### config.mk
export PLATFORM = sky130hd
export DESIGN_NAME = sat_core_bin_port
export DESIGN_NICKNAME = d
export VERILOG_FILES = /design/src/rtl/sat_bin_pkg.sv /design/src/rtl/sat_core_bin_port_clause_eval.sv /design/src/rtl/sat_core_bin_port.sv
export SDC_FILE = /design/constraint.sdc
export NUM_CORES = 1
export LEC_CHECK = 0
export CAP_MARGIN = 25
export CORE_ASPECT_RATIO = 0.75
export CORE_MARGIN = 1
export CORE_UTILIZATION = 25
export DETAILED_ROUTE_END_ITERATION = 6
export GPL_TIMING_DRIVEN = 0
export HOLD_SLACK_MARGIN = 0.15
export PLACE_DENSITY = 0.6
export SETUP_SLACK_MARGIN = 0.3
export SLEW_MARGIN = 20
export SYNTH_ARGS = -nofsm -noshare
export SYNTH_HDL_FRONTEND = slang
export SYNTH_SLANG_ARGS = --single-unit
### constraint.sdc
create_clock -name clk -period 3.75 [get_ports clk]
set_input_delay 0.75 -clock clk [delete_from_list [all_inputs] [get_ports clk]]
set_output_delay 0.75 -clock clk [all_outputs]
set_load 0.02 [all_outputs]
### src/rtl/sat_bin_pkg.sv
// Shared constants, field offsets and FSM encoding for the bin-storage core port.
// The clause evaluator and any future core logic import these definitions.
package sat_bin_pkg;

  localparam int NUM_CLAUSES_A_BIN = 8;
  localparam int NUM_VARS_A_BIN    = 8;
  localparam int NUM_LVLS_A_BIN    = 8;
  localparam int WIDTH_BIN_ID      = 10;
  localparam int WIDTH_LVL         = 16;
  localparam int WIDTH_VAR_STATES  = 19;
  localparam int WIDTH_LVL_STATES  = 11;
  localparam int CLAUSE_W          = 2 * NUM_VARS_A_BIN;
  localparam int IDX_W             = $clog2(NUM_CLAUSES_A_BIN);
  localparam logic [IDX_W-1:0] LAST_IDX = IDX_W'(NUM_CLAUSES_A_BIN - 1);

  localparam logic [1:0] LIT_ABSENT = 2'b00;
  localparam logic [1:0] LIT_NEG    = 2'b01;
  localparam logic [1:0] LIT_POS    = 2'b10;
  localparam logic [1:0] VAL_FREE   = 2'b00;
  localparam logic [1:0] VAL_FALSE  = 2'b01;
  localparam logic [1:0] VAL_TRUE   = 2'b10;

  // var state = {value[1:0], implied, level[15:0]}; lvl state = {dcd_bin[9:0], has_bkt}
  localparam int VS_LEVEL_LSB   = 0;
  localparam int VS_IMPLIED_BIT = 16;
  localparam int VS_VALUE_LSB   = 17;
  localparam int LS_HAS_BKT_BIT = 0;
  localparam int LS_DCD_BIN_LSB = 1;

  typedef enum logic [1:0] {
    IDLE = 2'd0,
    EVAL = 2'd1,
    DONE = 2'd2
  } state_e;

  // 11 is an illegal literal and behaves like an absent one
  function automatic logic lit_present(input logic [1:0] lit);
    return (lit == LIT_NEG) || (lit == LIT_POS);
  endfunction

endpackage

### src/rtl/sat_core_bin_port_clause_eval.sv
// Combinational evaluation of one clause against the current variable values.
// Shared with the full SAT core.
module clause_eval
  import sat_bin_pkg::*;
(
  input  logic [CLAUSE_W-1:0] clause,
  input  logic [CLAUSE_W-1:0] values,
  output logic                is_empty,
  output logic                is_sat,
  output logic                is_unsat
);

  logic       any_present_s;
  logic       any_true_s;
  logic       all_false_s;
  logic [1:0] lit_s;
  logic [1:0] val_s;

  // Fold every literal into present / true / all-false summaries
  always_comb begin
    any_present_s = 1'b0;
    any_true_s    = 1'b0;
    all_false_s   = 1'b1;
    lit_s         = LIT_ABSENT;
    val_s         = VAL_FREE;
    for (int k = 0; k < NUM_VARS_A_BIN; k++) begin
      lit_s = clause[2*k +: 2];
      val_s = values[2*k +: 2];
      if (lit_present(lit_s)) begin
        any_present_s = 1'b1;
        any_true_s    = any_true_s | (lit_s == val_s);
        all_false_s   = all_false_s & (val_s != VAL_FREE) & (lit_s != val_s);
      end else begin
        any_present_s = any_present_s;
      end
    end
  end

  assign is_empty = ~any_present_s;
  assign is_sat   = any_true_s;
  assign is_unsat = any_present_s & all_false_s;

endmodule

### src/rtl/sat_core_bin_port.sv
// Core-side bin storage endpoint: holds one bin of clauses / var states / lvl states
// and, on start, scans the clauses to report local sat / unsat with a done pulse.
module sat_core_bin_port
  import sat_bin_pkg::*;
(
  input  logic                                         clk,
  input  logic                                         rst,
  input  logic                                         start_core_i,
  output logic                                         done_core_o,
  input  logic [WIDTH_BIN_ID-1:0]                      cur_bin_num_i,
  input  logic [WIDTH_LVL-1:0]                         cur_lvl_i,
  output logic                                         local_sat_o,
  output logic                                         local_unsat_o,
  output logic [WIDTH_LVL-1:0]                         cur_lvl_o,
  output logic [WIDTH_BIN_ID-1:0]                      bkt_bin_o,
  output logic [WIDTH_LVL-1:0]                         bkt_lvl_o,
  input  logic [NUM_CLAUSES_A_BIN-1:0]                 wr_carray_i,
  input  logic [NUM_CLAUSES_A_BIN-1:0]                 rd_carray_i,
  input  logic [CLAUSE_W-1:0]                          clause_i,
  output logic [CLAUSE_W-1:0]                          clause_o,
  input  logic [NUM_VARS_A_BIN-1:0]                    wr_var_states_i,
  input  logic [WIDTH_VAR_STATES*NUM_VARS_A_BIN-1:0]   vars_states_i,
  output logic [WIDTH_VAR_STATES*NUM_VARS_A_BIN-1:0]   vars_states_o,
  input  logic [NUM_LVLS_A_BIN-1:0]                    wr_lvl_states_i,
  input  logic [WIDTH_LVL_STATES*NUM_LVLS_A_BIN-1:0]   lvl_states_i,
  output logic [WIDTH_LVL_STATES*NUM_LVLS_A_BIN-1:0]   lvl_states_o,
  input  logic                                         base_lvl_en_i,
  input  logic [WIDTH_LVL-1:0]                         base_lvl_i,
  output logic [WIDTH_LVL-1:0]                         base_lvl_o
);

  state_e state_r;
  state_e state_nx_s;

  logic [CLAUSE_W-1:0]                        clause_mem_r [NUM_CLAUSES_A_BIN];
  logic [WIDTH_VAR_STATES*NUM_VARS_A_BIN-1:0] vars_r;
  logic [WIDTH_LVL_STATES*NUM_LVLS_A_BIN-1:0] lvls_r;
  logic [CLAUSE_W-1:0]                        clause_rd_r;
  logic [WIDTH_LVL-1:0]                       base_lvl_r;
  logic [WIDTH_LVL-1:0]                       latched_lvl_r;
  logic [WIDTH_BIN_ID-1:0]                    bkt_bin_r;
  logic [IDX_W-1:0]                           idx_r;
  logic                                       sat_acc_r;
  logic                                       unsat_acc_r;
  logic                                       sat_out_r;
  logic                                       unsat_out_r;
  logic                                       done_r;

  logic [CLAUSE_W-1:0] values_s;
  logic [IDX_W-1:0]    rd_idx_s;
  logic                rd_hit_s;
  logic                cl_empty_s;
  logic                cl_sat_s;
  logic                cl_unsat_s;
  logic                sat_nx_s;
  logic                unsat_nx_s;

  // Gather the 2-bit value field of every var state into the evaluator's value vector
  always_comb begin
    values_s = '0;
    for (int k = 0; k < NUM_VARS_A_BIN; k++) begin
      values_s[2*k +: 2] = vars_r[k*WIDTH_VAR_STATES + VS_VALUE_LSB +: 2];
    end
  end

  clause_eval u_clause_eval (
    .clause   (clause_mem_r[idx_r]),
    .values   (values_s),
    .is_empty (cl_empty_s),
    .is_sat   (cl_sat_s),
    .is_unsat (cl_unsat_s)
  );

  assign sat_nx_s   = sat_acc_r & (cl_empty_s | cl_sat_s);
  assign unsat_nx_s = unsat_acc_r | (~cl_empty_s & cl_unsat_s);

  // Lowest set read-select bit wins; scanning downward lets lower bits overwrite
  always_comb begin
    rd_hit_s = |rd_carray_i;
    rd_idx_s = '0;
    for (int i = NUM_CLAUSES_A_BIN - 1; i >= 0; i--) begin
      rd_idx_s = rd_carray_i[i] ? IDX_W'(i) : rd_idx_s;
    end
  end

  // FSM state register
  always_ff @(posedge clk or negedge rst) begin
    if (!rst) begin
      state_r <= IDLE;
    end else begin
      state_r <= state_nx_s;
    end
  end

  // FSM next-state logic
  always_comb begin
    state_nx_s = state_r;
    case (state_r)
      IDLE: begin
        if (start_core_i) begin
          state_nx_s = EVAL;
        end else begin
          state_nx_s = IDLE;
        end
      end
      EVAL: begin
        if (idx_r == LAST_IDX) begin
          state_nx_s = DONE;
        end else begin
          state_nx_s = EVAL;
        end
      end
      DONE:    state_nx_s = IDLE;
      default: state_nx_s = IDLE;
    endcase
  end

  // Bin storage: writes only land while idle
  always_ff @(posedge clk or negedge rst) begin
    if (!rst) begin
      for (int i = 0; i < NUM_CLAUSES_A_BIN; i++) begin
        clause_mem_r[i] <= '0;
      end
      vars_r <= '0;
      lvls_r <= '0;
    end else if (state_r == IDLE) begin
      for (int i = 0; i < NUM_CLAUSES_A_BIN; i++) begin
        if (wr_carray_i[i]) clause_mem_r[i] <= clause_i;
      end
      for (int k = 0; k < NUM_VARS_A_BIN; k++) begin
        if (wr_var_states_i[k])
          vars_r[k*WIDTH_VAR_STATES +: WIDTH_VAR_STATES] <=
            vars_states_i[k*WIDTH_VAR_STATES +: WIDTH_VAR_STATES];
      end
      for (int k = 0; k < NUM_LVLS_A_BIN; k++) begin
        if (wr_lvl_states_i[k])
          lvls_r[k*WIDTH_LVL_STATES +: WIDTH_LVL_STATES] <=
            lvl_states_i[k*WIDTH_LVL_STATES +: WIDTH_LVL_STATES];
      end
    end
  end

  // Clause read port and base level latch, active in every state
  always_ff @(posedge clk or negedge rst) begin
    if (!rst) begin
      clause_rd_r <= '0;
      base_lvl_r  <= '0;
    end else begin
      if (rd_hit_s) clause_rd_r <= clause_mem_r[rd_idx_s];
      if (base_lvl_en_i) base_lvl_r <= base_lvl_i;
    end
  end

  // Scan datapath: start latches, per-clause accumulation, result publish
  always_ff @(posedge clk or negedge rst) begin
    if (!rst) begin
      latched_lvl_r <= '0;
      bkt_bin_r     <= '0;
      idx_r         <= '0;
      sat_acc_r     <= 1'b0;
      unsat_acc_r   <= 1'b0;
      sat_out_r     <= 1'b0;
      unsat_out_r   <= 1'b0;
      done_r        <= 1'b0;
    end else begin
      done_r <= 1'b0;
      case (state_r)
        IDLE: begin
          if (start_core_i) begin
            latched_lvl_r <= cur_lvl_i;
            bkt_bin_r     <= cur_bin_num_i;
            idx_r         <= '0;
            sat_acc_r     <= 1'b1;
            unsat_acc_r   <= 1'b0;
            sat_out_r     <= 1'b0;
            unsat_out_r   <= 1'b0;
          end
        end
        EVAL: begin
          sat_acc_r   <= sat_nx_s;
          unsat_acc_r <= unsat_nx_s;
          idx_r       <= idx_r + IDX_W'(1);
          if (idx_r == LAST_IDX) begin
            done_r      <= 1'b1;
            sat_out_r   <= sat_nx_s & ~unsat_nx_s;
            unsat_out_r <= unsat_nx_s;
          end
        end
        default: begin
          idx_r <= '0;
        end
      endcase
    end
  end

  assign done_core_o   = done_r;
  assign local_sat_o   = sat_out_r;
  assign local_unsat_o = unsat_out_r;
  assign cur_lvl_o     = latched_lvl_r;
  assign bkt_lvl_o     = latched_lvl_r;
  assign bkt_bin_o     = bkt_bin_r;
  assign clause_o      = clause_rd_r;
  assign vars_states_o = vars_r;
  assign lvl_states_o  = lvls_r;
  assign base_lvl_o    = base_lvl_r;

endmodule

==> results of run 1 <==
[stage by stage]
| step | setup WS (ns) | total power [W] | hold slack (ns) | instance area, sq um |
|---|---|---|---|---|
| after detailed placement | -0.429 | 0.0216 | 0.494 | 26400 |
| after CTS | 0.301 | 0.0267 | 0.508 | 28100 |
| final | 0.427 | 0.0264 | 0.502 | 28100 |
| after global placement | -17.72 | 0.0214 | 0.488 | 26200 |
| after global routing | 0.303 | 0.0278 | 0.519 | 28100 |
| after floorplan | 0.836 | 0.0155 | 0.454 | 18500 |
[cell usage in the layout (no fill, tap or decap), drive strengths merged, types with 7 or more instances in the layout]
| cell type | instances |
|---|---|
| nor2 | 25 |
| buf | 37 |
| nand2 | 9 |
| mux2 | 420 |
| and2 | 26 |
| clkdlybuf4s50 | 648 |
| mux4 | 64 |
| mux2i | 23 |
| a21oi | 18 |
| nor3 | 7 |
| clkbuf | 126 |
| dfrtp | 435 |
[area by class of cell]
type,count,share of cell area [%]
buffer,82,1.54
multi-input combinational,646,26.0
inverter,3,0.0401
clock buffer,75,5.03
tap,968,4.31
antenna,4,0.0356
sequential,435,38.7
timing repair buffer,658,23.7
clock inverter,11,0.654
[sequential cells by signal (all words and copies together) (netlist names), 3 cells and up]
signal	count
clause_o	16
lvl_states_o	88
idx_r	3
vars_states_o	152
clause_mem_r	128
bkt_bin_o	10
base_lvl_o	16
bkt_lvl_o	16
[per-layer routing]
metal	vias to the layer above	share of wire, %
li1	5704	-
met1	6787	41
met2	483	50
met3	87	7.5
met4	14	1.7
met5	-	0.14
[worst max-delay path: cells and delay by family, from the launching register on]
kind / cells / cell delay [ns]
AND/OR/NAND/NOR: 3 / 0.97
multiplexers: 2 / 0.86
AO/OA/AOI/OAI: 2 / 0.64
flip-flops: 1 / 0.52
buffers and inverters: 1 / 0.26
[power by group through the flow]
| stage | Clock (W) | Sequential (W) | Combinational (W) |
|---|---|---|---|
| 6_report | 0.00483 | 0.00864 | 0.0129 |
| 5_1_grt | 0.00517 | 0.00899 | 0.0136 |
| 4_1_cts | 0.00499 | 0.00866 | 0.0130 |
| 3_5_place_dp | 0 | 0.00870 | 0.0129 |
| 3_3_place_gp | 0 | 0.00865 | 0.0127 |
| 2_1_floorplan | 0 | 0.0102 | 0.00529 |
[synth_stat cells, types with 6 or more instances]
master                     instances  share of area [%]
sky130_fd_sc_hd__and2_1           26               0.88
sky130_fd_sc_hd__buf_2             6               0.16
sky130_fd_sc_hd__nor3_1            7               0.19
sky130_fd_sc_hd__buf_4            16               0.65
sky130_fd_sc_hd__mux4_2           63                7.7
sky130_fd_sc_hd__clkbuf_1         49               0.99
sky130_fd_sc_hd__mux2i_1          23                1.2
sky130_fd_sc_hd__nor2_1           25               0.51
sky130_fd_sc_hd__nand2_1           9               0.18
sky130_fd_sc_hd__mux2_2          420                 26
sky130_fd_sc_hd__dfrtp_1         435                 59
sky130_fd_sc_hd__buf_1            10               0.20
sky130_fd_sc_hd__a21oi_1          18               0.49
[logic make-up (layout without fill, tap and decap cells)]
logic type,Yosys count,after routing,share of synthesized area [%]
other,0,4,0
adders and majority gates,2,2,0.135
DFF,435,435,58.7
buffers and inverters,85,829,2.13
muxes,507,507,34.6
and+or+nand+nor,93,93,2.80
xor gates and xnor gates,7,7,0.331
AOI/OAI and AO/OA,37,37,1.30
[final timing paths]
| check | cells after the start | startpoint | endpoint | slack [ns] |
|---|---|---|---|---|
| max in group asynchronous | 4 | rst | vars_states_o[34] | 1.52 |
| worst min register to register | 1 | vars_states_o[58] | vars_states_o[58] | 0.50 |
| worst min-delay path | 1 | vars_states_o[58] | vars_states_o[58] | 0.50 |
| worst max register to register | 8 | idx_r[1] | local_unsat_o | 0.43 |
| worst max-delay path | 8 | idx_r[1] | local_unsat_o | 0.43 |
| min in group asynchronous | 2 | rst | clause_o[10] | 0.75 |
[what timing repair did]
item	CTS	global route
gates resized for setup	23	12
hold buffers	1	0
endpoints found under the hold margin	47	0
buffers inserted	0	0
endpoints found under the setup margin	124	31
==> impl_table.tex, run 1 <==
\begin{tabular}{lr}
\hline
Metric & Value \\
\hline
\multicolumn{2}{l}{\textbf{Synth}} \\
Syn Std Cell Area & 0.0185 sq mm \\
Average instance area after synthesis & 15.9 sq um \\
Main synth FF type & sky130\_fd\_sc\_hd\_\_dfrtp\_1 \\
Number of nets produced by synthesis & 1502 \\
Gate count after technology mapping & 1166 \\
Post-synthesis async set-or-reset flop share & 100\% \\
Number of synthesis warnings & 0 \\
Post-synthesis sequential area ratio & 58.7\% \\
Number of enable-type register cells in the synthesized netlist & 0 \\
Distinct cell type count of the synthesized netlist & 44 \\
Synthesized flop and latch total & 435 \\
\multicolumn{2}{l}{\textbf{Route}} \\
Via-to-Cell Ratio & 4.54 \\
Routed WL per cell & 23.0 um \\
DRT iter0 DRCs & 511 \\
Post-route antenna net violation count & 0 \\
Vias post-DR & 13100 \\
DRC viols & 0 \\
DRT Pass-1 Iters & 5 \\
Routed Wire Length & 66.4 mm \\
\multicolumn{2}{l}{\textbf{Floorplanning}} \\
Boundary Pins & 651 \\
DIE HEIGHT & 238 um \\
Area inside the core boundary & 0.0734 sq mm \\
Starting utilization of the core area & 25.3\% \\
Die Outline Area & 0.0752 sq mm \\
Width of the chip & 316 um \\
Rows & 86 \\
\multicolumn{2}{l}{\textbf{Global route}} \\
Global Route met2 Usage & 29.2\% \\
Number of antenna violations at the first check in global routing & 12 \\
Global-route met3 utilization & 5.23\% \\
Wire length of the first global-routing pass & 95.3 mm \\
Total Routing Usage GR & 17.3\% \\
Met1 track demand over resource in global routing & 21.4\% \\
Busiest layer in global routing & met2 \\
Number of global-route vias before repair & 14000 \\
Overflow left after global routing & 0 \\
Maximum number of pins on one net before global-route repair & 99 \\
\multicolumn{2}{l}{\textbf{Setup path}} \\
Required time worst endpoint & 4.27 ns \\
Crit-path max cell delay & 0.52 ns \\
Crit path capture type & register \\
Category of the critical setup timing path & reg2reg \\
Startpoint Class & register \\
Largest fanout on the critical path & 10 \\
Cell at the slowest stage of the critical path & sky130\_fd\_sc\_hd\_\_dfrtp\_1 \\
Crit path DAT & 3.85 ns \\
Worst path cell trace & buf\_6 > mux4\_2 > mux2\_2 > nor3b\_1 > or3\_1 > or4\_1 > o41ai\_2 > a22o\_1 \\
\multicolumn{2}{l}{\textbf{Place}} \\
Final GP Congestion & 0.817 \\
Port buffer count & 649 \\
Post-placement cell count & 2791 \\
HPWL reported at the end of detailed placement & 51.0 mm \\
\multicolumn{2}{l}{\textbf{Timing}} \\
Number of hold violations in the final report & 0 \\
Worst clock skew & 0.0204 ns \\
Relative slew slack & 35.8\% \\
\# setup viols final & 0 \\
Worst Max-Slew Pin Slew & 0.963 ns \\
Max frequency & 301 MHz \\
Shortest period the worst path allows & 3.32 ns \\
Final period util & 88.6\% \\
Number of max-slew violations in the final report & 0 \\
Setup repair after global routing missed its margin & no \\
Setup total negative slack & 0 ns \\
\multicolumn{2}{l}{\textbf{Power}} \\
Flop pwr share & 32.8\% \\
Net Sw Power & 0.00963 W \\
Logic pwr share & 48.9\% \\
Switching part of the total & 36.5\% \\
Power per Cell Area & 938 mW/mm\^{}2 \\
Max rail drop VDD & 0.496 mV \\
Static power due to leakage & 11.2 nW \\
Part of the total power dissipated in the clock network & 18.3\% \\
Total internal power & 0.0167 W \\
\multicolumn{2}{l}{\textbf{Cells and area}} \\
Post-Layout Cell Count & 2882 \\
Fill cell count & 6956 \\
Core occupancy in the finished layout & 38.3\% \\
FF/Latch Area & 0.0109 sq mm \\
Fraction of final layout cells with drive strength greater than 1 & 31.9\% \\
\# nets final & 2209 \\
Area added between synthesis and finish & 51.7\% \\
Multi-input gate area & 0.00730 sq mm \\
\multicolumn{2}{l}{\textbf{Clock tree}} \\
Total clock sinks & 435 \\
CTS clk-pin slew, worst paths & 0.07 ns \\
Clock tree root buffer cell & sky130\_fd\_sc\_hd\_\_clkbuf\_16 \\
Number of buffers inserted during clock tree synthesis & 47 \\
Maximum level of the CTS H-tree & 2 \\
CTS tree & built \\
Clk buf depth & 3 \\
Clock latency at the later pin of the worst-skew pair & 0.59 ns \\
\multicolumn{2}{l}{\textbf{Worst hold path}} \\
Worst min-delay path category & reg2reg \\
\multicolumn{2}{l}{\textbf{Run status}} \\
Result of the run & finished, final reports clean \\
\multicolumn{2}{l}{\textbf{Flow run}} \\
\# Max-Cap Violations & 0 \\
\hline
\end{tabular}
Power figures use the tool's default switching activity.
==> run 2, diff against run 1 <==
- DONT_BUFFER_PORTS: default -> 1
- HOLD_SLACK_MARGIN: 0.15 -> 0.02
- PLACE_DENSITY: 0.6 -> 0.48
==> run 2 against run 1 <==
  * The flow now finishes with violations (negative hold slack, max-slew violations)
  * First-iteration DRC count increased by 2.9%
  * Non-clock buffer count decreased by 653
  * Flip-flop and latch count unchanged
  * Register-to-register slack improved by 0.03 ns
  * Critical endpoint is now local_sat_o
==> impl_table.tex, run 2 (synthesis gave the netlist of run 1 again) <==
\begin{tabular}{lr}
\hline
Metric & Value \\
\hline
\multicolumn{2}{l}{\textbf{Clock tree}} \\
Clk buf depth & 3 \\
Maximum level of the CTS H-tree & 2 \\
CTS tree & built \\
Number of buffers inserted during clock tree synthesis & 49 \\
Clock tree root buffer cell & sky130\_fd\_sc\_hd\_\_clkbuf\_16 \\
Total clock sinks & 435 \\
Clock latency at the later pin of the worst-skew pair & 0.60 ns \\
CTS clk-pin slew, worst paths & 0.06 ns \\
\multicolumn{2}{l}{\textbf{Timing}} \\
Relative slew slack & -76.7\% \\
Setup repair after global routing missed its margin & yes \\
Hold\_ws & -0.127 ns \\
Number of hold violations in the final report & 77 \\
Worst clock skew & 0.0246 ns \\
Final period util & 87.7\% \\
Number of max-slew violations in the final report & 257 \\
Shortest period the worst path allows & 3.29 ns \\
Max frequency & 304 MHz \\
Worst Max-Slew Pin Slew & 2.65 ns \\
\# setup viols final & 0 \\
Setup total negative slack & 0 ns \\
\multicolumn{2}{l}{\textbf{Setup path}} \\
Required time worst endpoint & 4.22 ns \\
Crit-path max cell delay & 0.49 ns \\
Cell at the slowest stage of the critical path & sky130\_fd\_sc\_hd\_\_buf\_2 \\
Crit path DAT & 3.76 ns \\
Top cell by count, worst path & sky130\_fd\_sc\_hd\_\_buf\_2 \\
Family of cells with the greatest summed delay on the critical path & buffers and inverters \\
Worst path cell trace & buf\_2 > buf\_2 > mux4\_2 > mux2i\_2 > nor4b\_1 > a221oi\_1 > nand4\_1 > o311ai\_0 > o21ai\_1 \\
Crit path capture type & register \\
Category of the critical setup timing path & reg2reg \\
Startpoint Class & register \\
Buffers plus inverters on the worst setup path & 2 \\
Largest fanout on the critical path & 10 \\
\multicolumn{2}{l}{\textbf{Cells and area}} \\
Area added between synthesis and finish & 16.7\% \\
Most common library cell in the layout ignoring fill and taps & sky130\_fd\_sc\_hd\_\_dfrtp\_1 \\
Fraction of final layout cells with drive strength greater than 1 & 49.1\% \\
\# nets final & 1558 \\
Max reg flops & 152 \\
Fill cell count & 7336 \\
Commonest cells after routing, fill and taps aside & sky130\_fd\_sc\_hd\_\_dfrtp\_1 (435), sky130\_fd\_sc\_hd\_\_mux2\_2 (420), sky130\_fd\_sc\_hd\_\_mux4\_2 (63) \\
\multicolumn{2}{l}{\textbf{Power}} \\
Total chip power & 0.0229 W \\
Power per Cell Area & 1060 mW/mm\^{}2 \\
Static power due to leakage & 8.71 nW \\
Max rail drop VDD & 0.423 mV \\
\multicolumn{2}{l}{\textbf{Route}} \\
Routed Wire Length & 60.1 mm \\
DRC viols & 0 \\
Post-route antenna net violation count & 0 \\
Routed metal-1 wirelength & 23.4 mm \\
DR WL met3 & 4.75 mm \\
DRT Pass-1 Iters & 5 \\
Vias post-DR & 10500 \\
Uppermost signal routing layer after detailed routing & met5 \\
Routed WL per cell & 26.9 um \\
Via-to-Cell Ratio & 4.71 \\
Met2 Wirelength & 30.4 mm \\
DRT iter0 DRCs & 526 \\
\multicolumn{2}{l}{\textbf{Global route}} \\
Number of antenna violations at the first check in global routing & 26 \\
Total Routing Usage GR & 15.6\% \\
Number of global-route vias before repair & 11300 \\
Maximum number of pins on one net before global-route repair & 436 \\
Overflow left after global routing & 0 \\
Wire length of the first global-routing pass & 84.2 mm \\
\multicolumn{2}{l}{\textbf{Run status}} \\
Failing checks & negative hold slack, max-slew violations \\
Result of the run & finished, violations left \\
\multicolumn{2}{l}{\textbf{Floorplanning}} \\
Width of the chip & 316 um \\
DIE HEIGHT & 238 um \\
Area inside the core boundary & 0.0734 sq mm \\
Boundary Pins & 651 \\
Rows & 86 \\
Die Outline Area & 0.0752 sq mm \\
Starting utilization of the core area & 25.3\% \\
\multicolumn{2}{l}{\textbf{Flow run}} \\
\# Max-Cap Violations & 0 \\
\multicolumn{2}{l}{\textbf{Worst hold path}} \\
Worst min-delay path category & in2async \\
\multicolumn{2}{l}{\textbf{Place}} \\
HPWL reported at the end of detailed placement & 44.6 mm \\
Final GP Congestion & 0.794 \\
Port buffer count & 0 \\
\hline
\end{tabular}
-- run 2: cell type report --
cell class	count	area, sq um	share of cell area, %
Sequential cell	435	10900	50.3
Multi-Input combinational cell	646	7300	33.8
Clock buffer	73	1480	6.83
Tap cell	968	1210	5.60
Buffer	82	443	2.05
Clock inverter	17	231	1.07
Timing Repair Buffer	5	52.6	0.243
Antenna cell	6	15.0	0.0694
Inverter	3	11.3	0.0521
-- run 2: worst paths after layout --
path | start | endpoint | slack (ns) | depth (start not counted)
min in group clk | clause_i[14] | clause_mem_r[110] | 0.29 | 1
min reg2reg | clause_mem_r[41] | clause_mem_r[41] | 0.53 | 1
max in group asynchronous | rst | vars_states_o[85] | 1.80 | 0
max | idx_r[0] | local_sat_o | 0.46 | 9
max reg2reg | idx_r[0] | local_sat_o | 0.46 | 9
min | rst | vars_states_o[66] | -0.13 | 0
-- run 2: power by group --
group | switching, W | internal (W)
combinational | 0.00278 | 0.00385
clock | 0.00205 | 0.00302
sequential | 0.00420 | 0.00702
-- run 2: timing repair --
| action | in CTS | in global routing |
|---|---|---|
| buffers inserted | 0 | 0 |
| endpoints found under the hold margin | 435 | 435 |
| gates resized for setup | 29 | 8 |
| setup endpoints to repair | 124 | 14 |
| pin swaps | 0 | 0 |
-- run 2: stage by stage --
step           util, %  hold slack (ns)  instance area [sq um]  cells  worst slack, ns
2_1_floorplan        -            0.454                  18500   1166            0.836
3_3_place_gp      26.9            0.472                  19700   2134           -0.963
3_5_place_dp      27.0            0.482                  19800   2139           -0.431
4_1_cts           29.4           -0.201                  21600   2229            0.300
5_1_grt           29.5           -0.179                  21600   2232            0.270
6_report          29.5           -0.127                  21600   2235            0.460
-- run 2: routing by layer --
| metal | track usage, % | vias up |
|---|---|---|
| met4 | 4.46 | 20 |
| met1 | 18.7 | 5537 |
| met2 | 26.6 | 462 |
| met5 | 0 | - |
| li1 | - | 4392 |
| met3 | 4.86 | 108 |
-- run 2: worst register-to-register path: cells and delay by family, from the launching register on --
family,cells,cell delay (ns)
buffers and inverters,2,0.88
AO/OA/AOI/OAI,3,0.82
multiplexers,2,0.76
flip-flops,1,0.42
AND/OR/NAND/NOR,2,0.29
